### config.mk
export PLATFORM = sky130hd
export DESIGN_NAME = serial_frame_tx
export DESIGN_NICKNAME = d
export VERILOG_FILES = /design/src/rtl/frame_pkg.sv /design/src/rtl/frame_tx_piso.sv /design/src/rtl/serial_frame_tx.sv
export SDC_FILE = /design/constraint.sdc
export NUM_CORES = 1
export LEC_CHECK = 0
export ABC_AREA = 1
export CORE_MARGIN = 3
export CORE_UTILIZATION = 49
export CTS_CLUSTER_SIZE = 24
export DETAILED_ROUTE_END_ITERATION = 12
export GPL_TIMING_DRIVEN = 1
export HOLD_SLACK_MARGIN = 0.03
export PLACE_DENSITY = 0.76
export SLEW_MARGIN = 20
export SYNTH_ARGS = -nofsm -noshare
export SYNTH_HDL_FRONTEND = slang
export SYNTH_SLANG_ARGS = --single-unit
### constraint.sdc
create_clock -name clk -period 1.6 [get_ports clk]
set_clock_uncertainty 0.05 [all_clocks]
set_input_delay 0.24 -clock clk [delete_from_list [all_inputs] [get_ports clk]]
set_output_delay 0.24 -clock clk [all_outputs]
set_load 0.005 [all_outputs]
### src/rtl/frame_pkg.sv
// rtl/frame_pkg.sv - shared constants and state encoding for the serial frame protocol
// Used by both the transmitter and the receiver side; no ports.
package frame_pkg;

    localparam int PORT_W  = 2;
    localparam int LEN_W   = 4;
    localparam int DATA_W  = 15;

    // One counter serves both header fields, so it spans the wider of the two.
    localparam int CNT_W   = (PORT_W > LEN_W) ? PORT_W : LEN_W;

    // Everything after the start bit, in the order it leaves the wire.
    localparam int FRAME_W = PORT_W + LEN_W + DATA_W;

    localparam logic IDLE_LEVEL  = 1'b1;
    localparam logic START_LEVEL = 1'b0;

    typedef enum logic [2:0] {
        IDLE  = 3'b000,
        START = 3'b001,
        PORT  = 3'b010,
        LEN   = 3'b011,
        DATA  = 3'b100
    } frame_state_t;

endpackage

### src/rtl/frame_tx_piso.sv
// rtl/frame_tx_piso.sv - loadable right-shift register plus down-counter for the frame transmitter
// Ports:
//   clk, rst        clock, synchronous active-low reset
//   en              bit-rate enable; nothing moves without it
//   load, load_data parallel load of the whole frame image (bit 0 leaves first)
//   shift           advance the register by one bit toward bit 0
//   cnt_load/val    preload the bit counter
//   cnt_dec         decrement the bit counter
//   sbit            bit currently at the output end of the register
//   cnt_zero        counter has reached zero
module frame_tx_piso
    import frame_pkg::*;
#(
    parameter int W  = FRAME_W,
    parameter int CW = CNT_W
) (
    input  logic          clk,
    input  logic          rst,
    input  logic          en,
    input  logic          load,
    input  logic [W-1:0]  load_data,
    input  logic          shift,
    input  logic          cnt_load,
    input  logic [CW-1:0] cnt_val,
    input  logic          cnt_dec,
    output logic          sbit,
    output logic          cnt_zero
);

    logic [W-1:0]  sreg;
    logic [CW-1:0] cnt;

    always_ff @(posedge clk) begin
        if (!rst) begin
            sreg <= '0;
            cnt  <= '0;
        end else if (en) begin
            if (load) begin
                sreg <= load_data;
            end else if (shift) begin
                sreg <= {1'b0, sreg[W-1:1]};
            end
            if (cnt_load) begin
                cnt <= cnt_val;
            end else if (cnt_dec) begin
                cnt <= cnt - CW'(1);
            end
        end
    end

    assign sbit     = sreg[0];
    assign cnt_zero = (cnt == '0);

endmodule

### src/rtl/serial_frame_tx.sv
// rtl/serial_frame_tx.sv - parallel-to-serial frame transmitter (start, port MSB-first, length MSB-first, data LSB-first)
// Ports:
//   clk, rst        clock, synchronous active-low reset
//   clkEn           bit-rate enable; one asserted cycle is one bit period
//   start           frame request, taken only on a tick while idle
//   port_in         destination port number
//   len_in          number of data bits (saturated at DATA_W)
//   data_in         payload, bit 0 sent first
//   SerOut          registered serial line, idles high
//   Busy            high from acceptance until the line returns idle
//   Done            one-clk pulse at frame completion
module serial_frame_tx
    import frame_pkg::*;
(
    input  logic              clk,
    input  logic              rst,
    input  logic              clkEn,
    input  logic              start,
    input  logic [PORT_W-1:0] port_in,
    input  logic [LEN_W-1:0]  len_in,
    input  logic [DATA_W-1:0] data_in,
    output logic              SerOut,
    output logic              Busy,
    output logic              Done
);

    frame_state_t       state, state_nxt;
    logic               ser_nxt, busy_nxt, done_nxt;
    logic [LEN_W-1:0]   len_r, len_sat;
    logic [FRAME_W-1:0] load_word;

    logic               load, shift, cnt_load, cnt_dec;
    logic [CNT_W-1:0]   cnt_val;
    logic               sbit, cnt_zero;

    // Only reachable when DATA_W < 2**LEN_W - 1.
    assign len_sat = ({1'b0, len_in} > (LEN_W+1)'(DATA_W)) ? LEN_W'(DATA_W) : len_in;

    // Frame image in wire order from bit 0: header fields reversed so they
    // leave MSB first, payload unchanged so it leaves LSB first.
    always_comb begin
        load_word = '0;
        for (int i = 0; i < PORT_W; i++) begin
            load_word[i] = port_in[PORT_W-1-i];
        end
        for (int j = 0; j < LEN_W; j++) begin
            load_word[PORT_W+j] = len_sat[LEN_W-1-j];
        end
        load_word[FRAME_W-1:PORT_W+LEN_W] = data_in;
    end

    frame_tx_piso #(
        .W  (FRAME_W),
        .CW (CNT_W)
    ) u_piso (
        .clk       (clk),
        .rst       (rst),
        .en        (clkEn),
        .load      (load),
        .load_data (load_word),
        .shift     (shift),
        .cnt_load  (cnt_load),
        .cnt_val   (cnt_val),
        .cnt_dec   (cnt_dec),
        .sbit      (sbit),
        .cnt_zero  (cnt_zero)
    );

    always_ff @(posedge clk) begin
        if (!rst) begin
            state  <= IDLE;
            SerOut <= IDLE_LEVEL;
            Busy   <= 1'b0;
            Done   <= 1'b0;
            len_r  <= '0;
        end else begin
            state  <= state_nxt;
            SerOut <= ser_nxt;
            Busy   <= busy_nxt;
            Done   <= done_nxt;
            if (load) begin
                len_r <= len_sat;
            end
        end
    end

    // Every state past START emits the register head and shifts; the counter
    // only decides when a field ends. Done defaults low so it clears on the
    // next clk even when clkEn is low.
    always_comb begin
        state_nxt = state;
        ser_nxt   = SerOut;
        busy_nxt  = Busy;
        done_nxt  = 1'b0;
        load      = 1'b0;
        shift     = 1'b0;
        cnt_load  = 1'b0;
        cnt_dec   = 1'b0;
        cnt_val   = '0;
        if (clkEn) begin
            case (state)
                IDLE: begin
                    if (start) begin
                        load      = 1'b1;
                        ser_nxt   = START_LEVEL;
                        busy_nxt  = 1'b1;
                        state_nxt = START;
                    end
                end
                START: begin
                    ser_nxt   = sbit;
                    shift     = 1'b1;
                    cnt_load  = 1'b1;
                    cnt_val   = CNT_W'(PORT_W-1);
                    state_nxt = PORT;
                end
                PORT: begin
                    ser_nxt = sbit;
                    shift   = 1'b1;
                    if (cnt_zero) begin
                        cnt_load  = 1'b1;
                        cnt_val   = CNT_W'(LEN_W-1);
                        state_nxt = LEN;
                    end else begin
                        cnt_dec = 1'b1;
                    end
                end
                LEN: begin
                    if (!cnt_zero) begin
                        ser_nxt = sbit;
                        shift   = 1'b1;
                        cnt_dec = 1'b1;
                    end else if (len_r != '0) begin
                        ser_nxt   = sbit;
                        shift     = 1'b1;
                        cnt_load  = 1'b1;
                        cnt_val   = CNT_W'(len_r) - CNT_W'(1);
                        state_nxt = DATA;
                    end else begin
                        ser_nxt   = IDLE_LEVEL;
                        busy_nxt  = 1'b0;
                        done_nxt  = 1'b1;
                        state_nxt = IDLE;
                    end
                end
                DATA: begin
                    if (!cnt_zero) begin
                        ser_nxt = sbit;
                        shift   = 1'b1;
                        cnt_dec = 1'b1;
                    end else begin
                        ser_nxt   = IDLE_LEVEL;
                        busy_nxt  = 1'b0;
                        done_nxt  = 1'b1;
                        state_nxt = IDLE;
                    end
                end
                default: begin
                    ser_nxt   = IDLE_LEVEL;
                    busy_nxt  = 1'b0;
                    state_nxt = IDLE;
                end
            endcase
        end
    end

endmodule

### Yosys cells after proc, flatten, opt, wreduce, memory -nomap -nowiden

Index checks and enable logic that the tools add are counted.

| storage, ports and cells | value |
|---|---|
| register bits after elaboration | 35 |
| input port bits | 25 |
| output and inout port bits | 3 |
| word-level logic and storage cells | 73 |

| operators by class | value |
|---|---|
| add/subtract/negate cells | 2 |
| equality and inequality tests | 9 |
| muxes and demuxes | 41 |
| bitwise operators | 1 |
| reduce and logical (&&, ||, !) cells | 13 |

Operator list:

| operator | number |
|---|---|
| two-way mux 21 bit | 2 |
| two-way mux 1 bit | 22 |
| two-way mux 4 bit | 4 |
| two-way mux 3 bit | 5 |
| case mux 3 bit (5 select lines) | 1 |
| case mux 4 bit (3 select lines) | 1 |
| != test 2 bit, second input constant | 5 |
| case mux 1 bit (4 select lines) | 2 |
| AND reduction 2 bit | 4 |
| subtractor 4 x 1 -> 4 bit, second input constant | 2 |
| == test 3 x 2 -> 1 bit, second input constant | 2 |
| case mux 1 bit (3 select lines) | 2 |
| AND reduction 6 bit | 1 |
| AND reduction 5 bit | 1 |
| logical NOT 4 bit | 1 |
| nonzero test 2 bit | 2 |
| nonzero test 4 bit | 1 |
| == test 3 x 1 -> 1 bit, second input constant | 1 |
| == test 3 bit, second input constant | 1 |
| logical NOT 3 bit | 1 |
| OR reduction 3 bit | 1 |
| two-way mux 2 bit | 1 |
| case mux 1 bit (2 select lines) | 1 |
| OR reduction 2 bit | 1 |
| inverter 1 bit | 1 |

### Logic depth before layout (Yosys ltp)

| logic depth | value |
|---|---|
| word-level depth | 7 |
| depth in mapped cells | 13 |

### By module

A second synthesis with hierarchy kept.

| unflattened totals | value |
|---|---|
| cells, all modules | 270 |
| area total of the unflattened synthesis | 1895.6 µm² |

By module, submodules not included:

| module | times used | cells each | area each (µm²) | sequential area each (µm²) |
|---|---|---|---|---|
| frame_tx_piso | 1 | 175 | 1219.9 | 500.5 |
| serial_frame_tx | 1 | 95 | 675.6 | 200.2 |

### Worst setup path after synthesis

Ideal clock, no wire load.

| timing | value |
|---|---|
| kind | register to register |
| start point | register len_r[0] |
| end point | register Busy |
| arrival time | 1.311 ns |
| setup slack | 0.104 ns |
| stages on the path, launching flop included | 11 |
| cells stage by stage | dfxtp_1 -> inv_1 -> ha_1 -> nand2_1 -> nand2_2 -> clkinv_1 -> nor2_2 -> nand2_4 -> buf_4 -> o21ai_0 -> a21oi_1 |

| on the way | value |
|---|---|
| longest elaborated chain between the ends | 3 |

Ends and longest elaborated chain:

| what | line | RTL |
|---|---|---|
| start, declared | serial_frame_tx.sv:29 | `logic [LEN_W-1:0] len_r, len_sat;` |
| start signal, assigned | serial_frame_tx.sv:82 | `len_r <= len_sat;` |
| nonzero test 4 bit | serial_frame_tx.sv:133 | `end else if (len_r != '0) begin` |
| != test 2 bit (no source line) | n/a |  |
| AND reduction 6 bit (no source line) | n/a |  |
| end signal, assigned | serial_frame_tx.sv:79 | `Busy <= busy_nxt;` |
| end, declared | serial_frame_tx.sv:23 | `output logic Busy,` |

Every way passes these cells.
A chain may end at the register's enable or synchronous reset.

### Final worst setup path

| timing | value |
|---|---|
| start point | register len_r[1] |
| end point | register u_piso.sreg[7] |

| on the way | value |
|---|---|
| longest elaborated chain between the ends | 7 |

Ends and longest elaborated chain:

| what | line | RTL |
|---|---|---|
| nonzero test 4 bit | serial_frame_tx.sv:133 |  |
| two-way mux 1 bit | serial_frame_tx.sv:133 |  |
| two-way mux 1 bit | serial_frame_tx.sv:129 | `if (!cnt_zero) begin` |
| case mux 1 bit (3 select lines) | serial_frame_tx.sv:101 | `case (state)` |
| two-way mux 1 bit | serial_frame_tx.sv:100 | `if (clkEn) begin` |
| nonzero test 2 bit (no source line) | n/a |  |
| AND reduction 2 bit (no source line) | n/a |  |
| end signal, assigned | frame_tx_piso.sv:39 | `sreg <= load_data;` |
| end signal, assigned | frame_tx_piso.sv:41 | `sreg <= {1'b0, sreg[W-1:1]};` |
| end, declared | frame_tx_piso.sv:30 | `logic [W-1:0] sreg;` |

Every way passes these cells.

==> out/metrics.cfg <==
[outcome]
status = complete, no violations

[grt]
grt_overflow_total = 0
grt_first_pass_wirelength_um = 7850
antenna_found_initial = 0
grt_pass1_vias = 1908
gr-usage-all-layers = 0.191
grt_start_max_net_pins = 22

[floorplan]
start_util = 0.529
die_height_um = 70.1
rows = 22
die_w_um = 70.1
pin_count = 28
core_um2 = 3800
dieArea_um2 = 4910

[route]
vias = 2146
wl_met1_um = 2300
drt_wl_total_um = 5330
drcViolationCount = 0
drt-pass1-iter-count = 4
ant_nets = 0
top_layer = met4
drt_iter0_markers = 88
dr_wl_met3_um = 214
post_drt_wl_per_cell_um = 12.2
viasPerCell = 4.93
wl_met2_um = 2750

[clock_network]
cts_buffers = 5
cts_tree = built
cts_max_path_buffers = 2
holdBufCountCts = 0
clock-sinks = 35
path_clk_slew_ns = 0.08
htree_levels = 2
cts_root_buf = clkbuf_8
clkLatencyLatePin_ns = 0.29

[yosys]
ys_async_sr_fraction = 0
synth_top_area_frac = 0.348
synth_seq_cells = 35
synth_cells = 326
netlist_top_cells_area = dfxtp_1 (35%), nand2_1 (22%), nand3_1 (11%)
synth.avg_cell_area_um2 = 6.17
synth_cell_types = 28
synthMostInstantiatedCell = nand2_1
synthesis.area_um2 = 2010
synth_edf_count = 0
syn-num-nets = 354
synth_area_leader_cell = dfxtp_1
synthTopCellsByCount = nand2_1 (116), inv_1 (54), nand3_1 (46)
ys.flop_type = dfxtp_1
ys.warnings.count = 0
ys_seq_area_frac = 0.348

[critical_path]
r2r_cells = 13
critPathRequiredTime_ns = 1.74
critPathMaxFanout = 8
critical_path_class = register to register
crit_path_start_kind = register
arrival_ns = 1.73
endpoint_kind = register

[sta]
hold_viol = 0
hold_ws_ns = 0.425
min_period_ns = 1.60
max_slew_margin = 0.839
rsz0062_at_grt = true
fmax_mhz = 627
worst_pin_slew_ns = 0.240
setup_viol = 0
setup_tns_ns = 0
drv_slew = 0
fin_crit_sh = 0.997

[place]
portBuffers = 27
hpwl_um = 3280
dpl_cell_area_um2 = 2510
dp_cells = 415
gp_congestion = 0.900

[layout]
stdcell_count = 435
diodes = 0
fin_area_um2 = 2910
syn_to_final_growth_pct = 44.9
fin_nets = 414
layout-drive-gt1-share = 0.266

[job]
cap_violations = 0

[power_and_ir_drop]
p_leak_nw = 1.61
vdd_drop_max_mv = 0.694
powerDensity_nw_per_um2 = 1180

[hold_path]
min_path_type = register to register
min_path_cells = 2

state kept, by name (all words and copies together) (netlist names):
signal / count
state: 3
len_r: 4
Busy: 1
SerOut: 1
u_piso.cnt: 4
u_piso.sreg: 21
Done: 1
report_power, final:
part	switching [W]	leakage, nW	total (W)	internal (W)
logic	0.000906	1.28	0.00173	0.000820
clock network	0.000333	0.0412	0.000637	0.000304
registers	0.0000742	0.288	0.00107	0.000995
routing by layer:
| metal | global-route usage | vias to the layer above |
|---|---|---|
| li1 | - | 1114 |
| met4 | 0.0574 | 0 |
| met2 | 0.345 | 43 |
| met5 | 0 | - |
| met3 | 0.0360 | 8 |
| met1 | 0.227 | 981 |
stage by stage:
stage	setup slack [ns]	total power, W	util
2_1_floorplan	0.104	0.00192	-
3_3_place_gp	-0.0482	0.00234	0.660
3_5_place_dp	-0.0758	0.00236	0.660
4_1_cts	-0.0144	0.00307	0.692
5_1_grt	-0.113	0.00365	0.767
6_report	0.00465	0.00343	0.767
logic make-up (layout without fill, tap and decap cells):
family	count (synthesis)	count (layout)	share of synthesized area
buffers and inverters	70	131	0.146
adder cells (fa/ha/maj)	3	3	0.0187
AO/OA/AOI/OAI	27	27	0.0747
AND/OR/NAND/NOR	188	188	0.399
XOR/XNOR	3	3	0.0131
flip-flops	35	35	0.348
final cells by class:
cell class | instances | area, µm²
multi-input combinational | 221 | 1190
fill | 293 | 885
sequential | 35 | 709
timing repair buffer | 68 | 658
inverter | 55 | 206
clock buffer | 6 | 72.6
tap | 48 | 60.1
clock inverter | 2 | 12.5
final timing paths:
kind	to	slack, ns	from
setup / recovery	u_piso.sreg[7]$_SDFFE_PN0P_	0.005	len_r[1]$_SDFFE_PN0N_
hold / removal	SerOut$_SDFFE_PN1P_	0.43	SerOut$_SDFFE_PN1P_
setup reg to reg	u_piso.sreg[7]$_SDFFE_PN0P_	0.005	len_r[1]$_SDFFE_PN0N_
hold reg to reg	SerOut$_SDFFE_PN1P_	0.43	SerOut$_SDFFE_PN1P_
layout by cell type, fill, tap and decap left out, drive strengths merged, types with 2 or more instances in the layout:
cell,synthesis,final
clkdlybuf4s50,0,27
nand2,119,119
nor2,19,19
inv,54,55
nand3,46,46
dfxtp,35,35
clkbuf,2,8
o21ai,9,9
xor2,2,2
buf,13,39
ha,3,3
a21oi,15,15
timing repair:
item                                    CTS  global route
pin swaps                                 2             7
endpoints found under the setup margin   24            29
gates resized for setup                   3            59
buffers inserted                          4             5
gates cloned                              0             3
hold endpoints to repair                  0             0
worst max-delay path: stages (launching register included):
cell and delay, ns:
dfxtp_2 0.34, inv_2 0.05, ha_4 0.15, nand2_2 0.07, nand2_2 0.06, inv_2 0.08, nor2_4 0.05, nand2_4 0.14
nand2_8 0.10, clkbuf_16 0.18, nand2_2 0.06, nand3_2 0.05, nand2_1 0.07, inv_1 0.05
Power figures use the tool's default switching activity.
